`src/rtl/sharkpsg_voice_bank_if.sv`:
```
// Register-write bus and stereo sample output of the PSG voice bank.
// The control path drives it as master; the voice bank is the slave.
interface sharkpsg_voice_bank_if #(
  parameter int NUM_VOICES = 8,
  parameter int MIX_W      = 12
);
  localparam int AW = $clog2(NUM_VOICES) + 2;

  logic                    wr_en;
  logic [AW-1:0]           wr_addr;
  logic [15:0]             wr_data;
  logic signed [MIX_W-1:0] mix_l;
  logic signed [MIX_W-1:0] mix_r;
  logic                    sample_valid;

  modport master (
    output wr_en, wr_addr, wr_data,
    input  mix_l, mix_r, sample_valid
  );

  modport slave (
    input  wr_en, wr_addr, wr_data,
    output mix_l, mix_r, sample_valid
  );
endinterface

```
`src/rtl/sharkpsg_voice_bank.sv`:
```
// Time-multiplexed PSG voice bank: one shared datapath visits each voice once per
// sample frame, sums a stereo mix and emits one saturated sample per frame.
module sharkpsg_voice_bank #(
  parameter int NUM_VOICES = 8,
  parameter int PITCH_W    = 8,
  parameter int MIX_W      = 12,
  parameter int SAMPLE_DIV = 256
) (
  input logic                  clk,
  input logic                  rst,
  input logic                  ena,
  sharkpsg_voice_bank_if.slave bus
);
  localparam int AW       = $clog2(NUM_VOICES) + 2;
  localparam int VI_W     = (NUM_VOICES > 1) ? $clog2(NUM_VOICES) : 1;
  localparam int CNT_W    = $clog2(SAMPLE_DIV);
  localparam int ACC_NEED = $clog2(NUM_VOICES * 225 + 1) + 1;
  localparam int ACC_W    = (ACC_NEED > MIX_W + 1) ? ACC_NEED : MIX_W + 1;
  localparam logic signed [ACC_W-1:0] SAT_MAX = ACC_W'((1 <<< (MIX_W - 1)) - 1);
  localparam logic signed [ACC_W-1:0] SAT_MIN = ~SAT_MAX;

  logic [CNT_W-1:0]        r_cnt;
  logic [PITCH_W-1:0]      r_pitch [NUM_VOICES];
  logic [2:0]              r_oct   [NUM_VOICES];
  logic [1:0]              r_pan   [NUM_VOICES];
  logic [1:0]              r_wave  [NUM_VOICES];
  logic [3:0]              r_vol   [NUM_VOICES];
  logic [15:0]             r_phase [NUM_VOICES];
  logic [14:0]             r_lfsr  [NUM_VOICES];
  logic signed [ACC_W-1:0] r_acc_l, r_acc_r;
  logic signed [MIX_W-1:0] r_mix_l, r_mix_r;
  logic                    r_valid;

  logic                    w_accum, w_output, w_carry, w_unused_data;
  logic [VI_W-1:0]         w_vidx;
  logic [AW-1:0]           w_wr_voice;
  logic [23:0]             w_inc, w_sum;
  logic signed [4:0]       w_w;
  logic signed [9:0]       w_c;
  logic signed [MIX_W-1:0] w_sat_l, w_sat_r;

  assign w_accum       = r_cnt < CNT_W'(NUM_VOICES);
  assign w_output      = r_cnt == CNT_W'(NUM_VOICES);
  assign w_vidx        = r_cnt[VI_W-1:0];
  assign w_wr_voice    = bus.wr_addr >> 2;
  assign w_unused_data = &{1'b0, bus.wr_data};

  // Shared datapath: operands come from the voice selected by the frame counter.
  assign w_inc   = 24'(r_pitch[w_vidx]) << r_oct[w_vidx];
  assign w_sum   = {8'd0, r_phase[w_vidx]} + w_inc;
  assign w_carry = |w_sum[23:16];

  always_comb begin
    w_w = '0;
    case (r_wave[w_vidx])
      2'd0:    w_w = r_phase[w_vidx][15] ? 5'sd15 : -5'sd15;
      2'd1:    w_w = $signed({r_phase[w_vidx][15:12], 1'b0} - 5'd15);
      2'd2:    w_w = r_lfsr[w_vidx][0] ? 5'sd15 : -5'sd15;
      default: w_w = '0;
    endcase
  end

  assign w_c = 10'(w_w) * 10'($signed({1'b0, r_vol[w_vidx]}));

  assign w_sat_l = (r_acc_l > SAT_MAX) ? SAT_MAX[MIX_W-1:0] :
                   (r_acc_l < SAT_MIN) ? SAT_MIN[MIX_W-1:0] : r_acc_l[MIX_W-1:0];
  assign w_sat_r = (r_acc_r > SAT_MAX) ? SAT_MAX[MIX_W-1:0] :
                   (r_acc_r < SAT_MIN) ? SAT_MIN[MIX_W-1:0] : r_acc_r[MIX_W-1:0];

  always_ff @(posedge clk) begin
    if (rst) begin
      r_cnt <= '0;
    end else if (ena) begin
      r_cnt <= (r_cnt == CNT_W'(SAMPLE_DIV - 1)) ? '0 : r_cnt + 1'b1;
    end
  end

  genvar gi;
  generate
    for (gi = 0; gi < NUM_VOICES; gi++) begin : g_voice
      logic w_hit;
      assign w_hit = bus.wr_en && (w_wr_voice == AW'(gi));

      // A restart write beats the same-cycle phase/LFSR step of this voice.
      always_ff @(posedge clk) begin
        if (rst) begin
          r_pitch[gi] <= '0;
          r_oct[gi]   <= '0;
          r_pan[gi]   <= '0;
          r_wave[gi]  <= '0;
          r_vol[gi]   <= '0;
          r_phase[gi] <= '0;
          r_lfsr[gi]  <= 15'h0001;
        end else begin
          if (w_hit && bus.wr_addr[1:0] == 2'd0) r_pitch[gi] <= bus.wr_data[PITCH_W-1:0];
          if (w_hit && bus.wr_addr[1:0] == 2'd1) begin
            r_oct[gi]  <= bus.wr_data[6:4];
            r_pan[gi]  <= bus.wr_data[3:2];
            r_wave[gi] <= bus.wr_data[1:0];
          end
          if (w_hit && bus.wr_addr[1:0] == 2'd2) r_vol[gi] <= bus.wr_data[3:0];
          if (w_hit && bus.wr_addr[1:0] == 2'd3) begin
            r_phase[gi] <= '0;
            r_lfsr[gi]  <= 15'h0001;
          end else if (ena && w_accum && w_vidx == VI_W'(gi)) begin
            r_phase[gi] <= w_sum[15:0];
            if (w_carry) r_lfsr[gi] <= {r_lfsr[gi][13:0], r_lfsr[gi][14] ^ r_lfsr[gi][13]};
          end
        end
      end
    end
  endgenerate

  always_ff @(posedge clk) begin
    if (rst) begin
      r_acc_l <= '0;
      r_acc_r <= '0;
      r_mix_l <= '0;
      r_mix_r <= '0;
      r_valid <= 1'b0;
    end else begin
      r_valid <= 1'b0;
      if (ena && w_accum) begin
        if (r_pan[w_vidx][0]) r_acc_l <= r_acc_l + ACC_W'(w_c);
        if (r_pan[w_vidx][1]) r_acc_r <= r_acc_r + ACC_W'(w_c);
      end else if (ena && w_output) begin
        r_mix_l <= w_sat_l;
        r_mix_r <= w_sat_r;
        r_valid <= 1'b1;
        r_acc_l <= '0;
        r_acc_r <= '0;
      end
    end
  end

  assign bus.mix_l        = r_mix_l;
  assign bus.mix_r        = r_mix_r;
  assign bus.sample_valid = r_valid;
endmodule

```
`src/flat_wrapper.sv`:
```
// flat-port wrapper written by rule: the top's interface ports become plain ports
module sharkpsg_voice_bank_flat 
#(
  parameter int NUM_VOICES = 8,
  parameter int PITCH_W    = 8,
  parameter int MIX_W      = 12,
  parameter int SAMPLE_DIV = 256
)
  (clk, rst, ena, bus_wr_en, bus_wr_addr, bus_wr_data, bus_mix_l, bus_mix_r, bus_sample_valid);
  sharkpsg_voice_bank_if #(.NUM_VOICES(NUM_VOICES), .MIX_W(MIX_W)) bus_i ();
  input logic clk;
  input logic rst;
  input logic ena;
  input wire logic [$bits(bus_i.wr_en)-1:0] bus_wr_en;
  input wire logic [$bits(bus_i.wr_addr)-1:0] bus_wr_addr;
  input wire logic [$bits(bus_i.wr_data)-1:0] bus_wr_data;
  output wire logic [$bits(bus_i.mix_l)-1:0] bus_mix_l;
  output wire logic [$bits(bus_i.mix_r)-1:0] bus_mix_r;
  output wire logic [$bits(bus_i.sample_valid)-1:0] bus_sample_valid;
  assign bus_i.wr_en = bus_wr_en;
  assign bus_i.wr_addr = bus_wr_addr;
  assign bus_i.wr_data = bus_wr_data;
  assign bus_mix_l = bus_i.mix_l;
  assign bus_mix_r = bus_i.mix_r;
  assign bus_sample_valid = bus_i.sample_valid;
  sharkpsg_voice_bank #(.NUM_VOICES(NUM_VOICES), .PITCH_W(PITCH_W), .MIX_W(MIX_W), .SAMPLE_DIV(SAMPLE_DIV)) u_core (.clk(clk), .rst(rst), .ena(ena), .bus(bus_i));
endmodule
```
`config.mk`:
```
export PLATFORM = sky130hd
export DESIGN_NAME = sharkpsg_voice_bank_flat
export DESIGN_NICKNAME = d
export VERILOG_FILES = /design/src/rtl/sharkpsg_voice_bank_if.sv /design/src/rtl/sharkpsg_voice_bank.sv /design/src/flat_wrapper.sv
export SDC_FILE = /design/constraint.sdc
export NUM_CORES = 1
export LEC_CHECK = 0
export BUFFER_PORTS_ARGS = -buffer_cell sky130_fd_sc_hd__buf_4
export CAP_MARGIN = 40
export CORE_AREA = 5 5 235 237
export DETAILED_ROUTE_END_ITERATION = 8
export DIE_AREA = 0 0 240 242
export PLACE_DENSITY_LB_ADDON = 0.1
export REMOVE_ABC_BUFFERS = 1
export SLEW_MARGIN = 25
export SYNTH_ARGS = -nofsm -noshare
export SYNTH_HDL_FRONTEND = slang
export SYNTH_SLANG_ARGS = --single-unit
export TNS_END_PERCENT = 10
```
`constraint.sdc`:
```
create_clock -name clk -period 16.7 [get_ports clk]
set_input_delay 2.505 -clock clk [delete_from_list [all_inputs] [get_ports clk]]
set_output_delay 2.505 -clock clk [all_outputs]
set_load 0.02 [all_outputs]
```
==> metrics.txt <==
Residual DRC=0; worst path setup slack after routing=8.75 ns; sequential cell area fraction in the yosys report=56.5%; Yosys top cell area share=51.2%; # Max-Cap Violations=0; critical register-to-register path endpoint=u_core.r_acc_l[12]; All-Layer GR Usage=between 15 and 20%; root cell of the clock tree=sky130_fd_sc_hd__clkbuf_16; vias=15100; Placed Instances=2630; cell types with the highest counts after synthesis=400 x sky130_fd_sc_hd__edfxtp_1, 312 x sky130_fd_sc_hd__nor2_1, 159 x sky130_fd_sc_hd__and2_1; post-synthesis instance total=between 1500 and 2000; filler-free cell count of the finished design=2731; number of nets still failing antenna checks after routing=0; worst hold path endpoint=u_core.bus.mix_l[11]; router iterations before antenna repair=5; Synth Area per Inst=11.8 um^2; most frequent cell on the critical path=sky130_fd_sc_hd__ha_1; Crit Path Max Fanout=43; clock tree from TritonCTS=yes; highest clock rate=126 MHz; Area contributors post-synth=sky130_fd_sc_hd__edfxtp_1 51%, sky130_fd_sc_hd__mux4_2 6.9%, sky130_fd_sc_hd__dfxtp_1 5.3%; kind of end point of the critical path=flip-flop; clock transition at the registers of the reported paths=0.06 ns; cell type with the highest aggregate area in the netlist=sky130_fd_sc_hd__edfxtp_1; setup slack on the worst flop-to-flop path=roughly 8.8 ns; deepest level of the CTS H-tree=2; number of buffers added to fix hold violations after cts=0; DR iter-0 viols=a little over 1000; number of flops mapped to enable cells by yosys=400; Yosys warning total=0; initial standard-cell utilization of the core=44.2%; Ports=50; average detailed-routed wire length per instance=19.9 um; Power Total=3.29 mW; clock insertion delay at the later pin of the skew report=0.60 ns; post-synthesis instance area=between 20000 and 25000 um^2; hold violation total from the final report=0; area delta synth->final=11.6%; number of global-route vias before repair=14900; final setup fails=0; overflow left after global routing=0; number of clock sinks=roughly 460; setup TNS=0 ns; total of cells resized after clock tree synthesis=0; max-slew violation count=0; data arrival time of the worst path=8.46 ns; most numerous cell in the Yosys netlist=sky130_fd_sc_hd__edfxtp_1; postcts setup bufs=0; slowest stage cell on the critical path=sky130_fd_sc_hd__dfxtp_4; Synth async-reset ratio=0%; type of the worst setup path=flip-flop to flip-flop; die extent in y=around 240 um; worst ir drop on vdd=0.0000757 V; area enclosed by the die boundary=58100 um^2; worst min-delay path startpoint=u_core.bus.mix_l[11]; die width=240 um; global-route wire length before repair=85.2 mm; transition time at the pin with the least slew margin=0.799 ns; minimum setup slack after placement=8.72 ns; worst hold stages=2; Final Critical Period=7.95 ns; distinct cell type count of the synthesized netlist=60; crit share post-route=47.6%; clock buffer count from CTS=a little over 50; flip-flop and latch count after synthesis=roughly 460; Synth Flop Type=sky130_fd_sc_hd__edfxtp_1; antenna violations before repair=1; result of the run=finished, final reports clean; crit start category=flip-flop; leakage power of the design=9.77 nW; Worst Path Required=17.21 ns; area of the core=53100 um^2; ratio of cells with drive above 1 in the final layout=13.0%; routed wire length=54.4 mm; Antenna diodes=0; count of filler cells inserted in the layout=4699; Worst path max stage delay=0.69 ns; Longest Clk Path Bufs=3; Worst Skew=0.0216 ns; average vias per placed instance=5.51; crit-path cells=buf_4 -> mux4_2 -> mux2i_1 -> mux2_4 -> and2_1 -> a21oi_1 -> nor2_1 -> ha_1 -> inv_1 -> fa_1 -> fa_1 -> inv_1 -> ha_1 -> a211oi_1 -> nor2_1 -> o41ai_1 -> xnor3_2 -> ha_1 -> nand3_1 -> a21oi_1 -> nor4_1 -> or3_1 -> a211o_1 -> a31oi_1; worst reg-to-reg path cell count=24; # rows=85; number of input and output port buffers inserted=41; Pwr per Cell Area=126 nW/um^2; layout net count=2099; maximum number of pins on one net before global-route repair=64; unrepaired setup endpoints after global routing=false; final weighted congestion in routability-driven placement=0.822; normalized max-slew margin=between 40% and 50%; detailed placement HPWL=between 30 and 40 mm; HP Class=flip-flop to flip-flop
## layout make-up
type / count / area, um^2 / area share [%]
repair buffers: 86 / 742 / 2.83
clock inverters: 21 / 174 / 0.664
flip-flops and latches: 462 / 13300 / 50.6
well taps: 696 / 871 / 3.33
multi-input cells: 1250 / 9200 / 35.1
inverters: 146 / 548 / 2.09
clock buffers: 70 / 1390 / 5.30
## critical path, delay by kind of cell (launching register included)
family / cells / cell delay [ns]
and+or+nand+nor: 6 / 0.90
adders and majority gates: 5 / 2.07
AOI/OAI and AO/OA: 6 / 1.50
muxes: 3 / 1.31
DFF: 1 / 0.69
xor gates and xnor gates: 1 / 0.55
buffers and inverters: 3 / 0.78
## cells by family after synthesis
group | Yosys count | share of synthesized area (%)
muxes | 130 | 9.53
DFF | 462 | 56.5
buffers and inverters | 272 | 4.42
AOI/OAI and AO/OA | 310 | 9.24
adders and majority gates | 77 | 4.56
xor gates and xnor gates | 47 | 1.82
and+or+nand+nor | 686 | 13.9
## where the power goes
group          internal, mW  switching [mW]
Combinational         0.340           0.499
Sequential             1.33          0.0538
Clock                 0.611           0.460
## how the worst max path moves through the flow
stage | start | end | slack [ns] | depth (start not counted)
detailed placement | flip-flop | u_core.r_acc_l[12] | 8.72 | 24
global placement | flip-flop | u_core.r_acc_l[12] | 8.73 | 24
CTS | flip-flop | u_core.r_acc_l[12] | 8.69 | 24
floorplan | flip-flop | u_core.r_lfsr[0][10] | 6.38 | 14
global route | flip-flop | u_core.r_acc_l[12] | 8.25 | 24
finish | flip-flop | u_core.r_acc_l[12] | 8.75 | 24
## per-stage QoR
| stage | instance area, um^2 | util [%] | hold WS, ns |
|---|---|---|---|
| after floorplan | 23000 | - | 0.468 |
| after global placement | 24300 | 45.9 | 0.445 |
| after detailed placement | 24500 | 46.2 | 0.453 |
| after CTS | 26100 | 49.2 | 0.461 |
| after global routing | 26200 | 49.3 | 0.506 |
| final | 26200 | 49.3 | 0.456 |
## metal layers
metal	vias to the layer above	global-route usage [%]	share of wire (%)
met5	-	0	0.024
met4	2	5.59	2.7
met3	97	2.56	4.7
met2	303	30.0	48
met1	7453	26.1	45
li1	7196	-	-
## placed cells by master, fill, tap and decap left out, drive strengths merged, types with 44 or more instances in the layout
| cell type | n |
|---|---|
| o21ai | 44 |
| ha | 63 |
| a211oi | 128 |
| and2 | 159 |
| dfxtp | 62 |
| mux4 | 72 |
| inv | 149 |
| nand2 | 65 |
| edfxtp | 400 |
| buf | 82 |
| nor2 | 312 |
| clkbuf | 74 |
## registers in the layout, summed over array words and instances, names as in the netlist, named ones only
| register | flops |
|---|---|
| u_core.bus.mix_l | 12 |
| u_core.bus.mix_r | 12 |
| u_core.bus.sample_valid | 1 |
| u_core.r_acc_l | 13 |
| u_core.r_acc_r | 13 |
| u_core.r_cnt | 8 |
| u_core.r_lfsr | 120 |
| u_core.r_oct | 24 |
| u_core.r_pan | 16 |
| u_core.r_phase | 128 |
| u_core.r_pitch | 64 |
| u_core.r_vol | 32 |
| u_core.r_wave | 16 |
(Power assumes the default switching activity.)
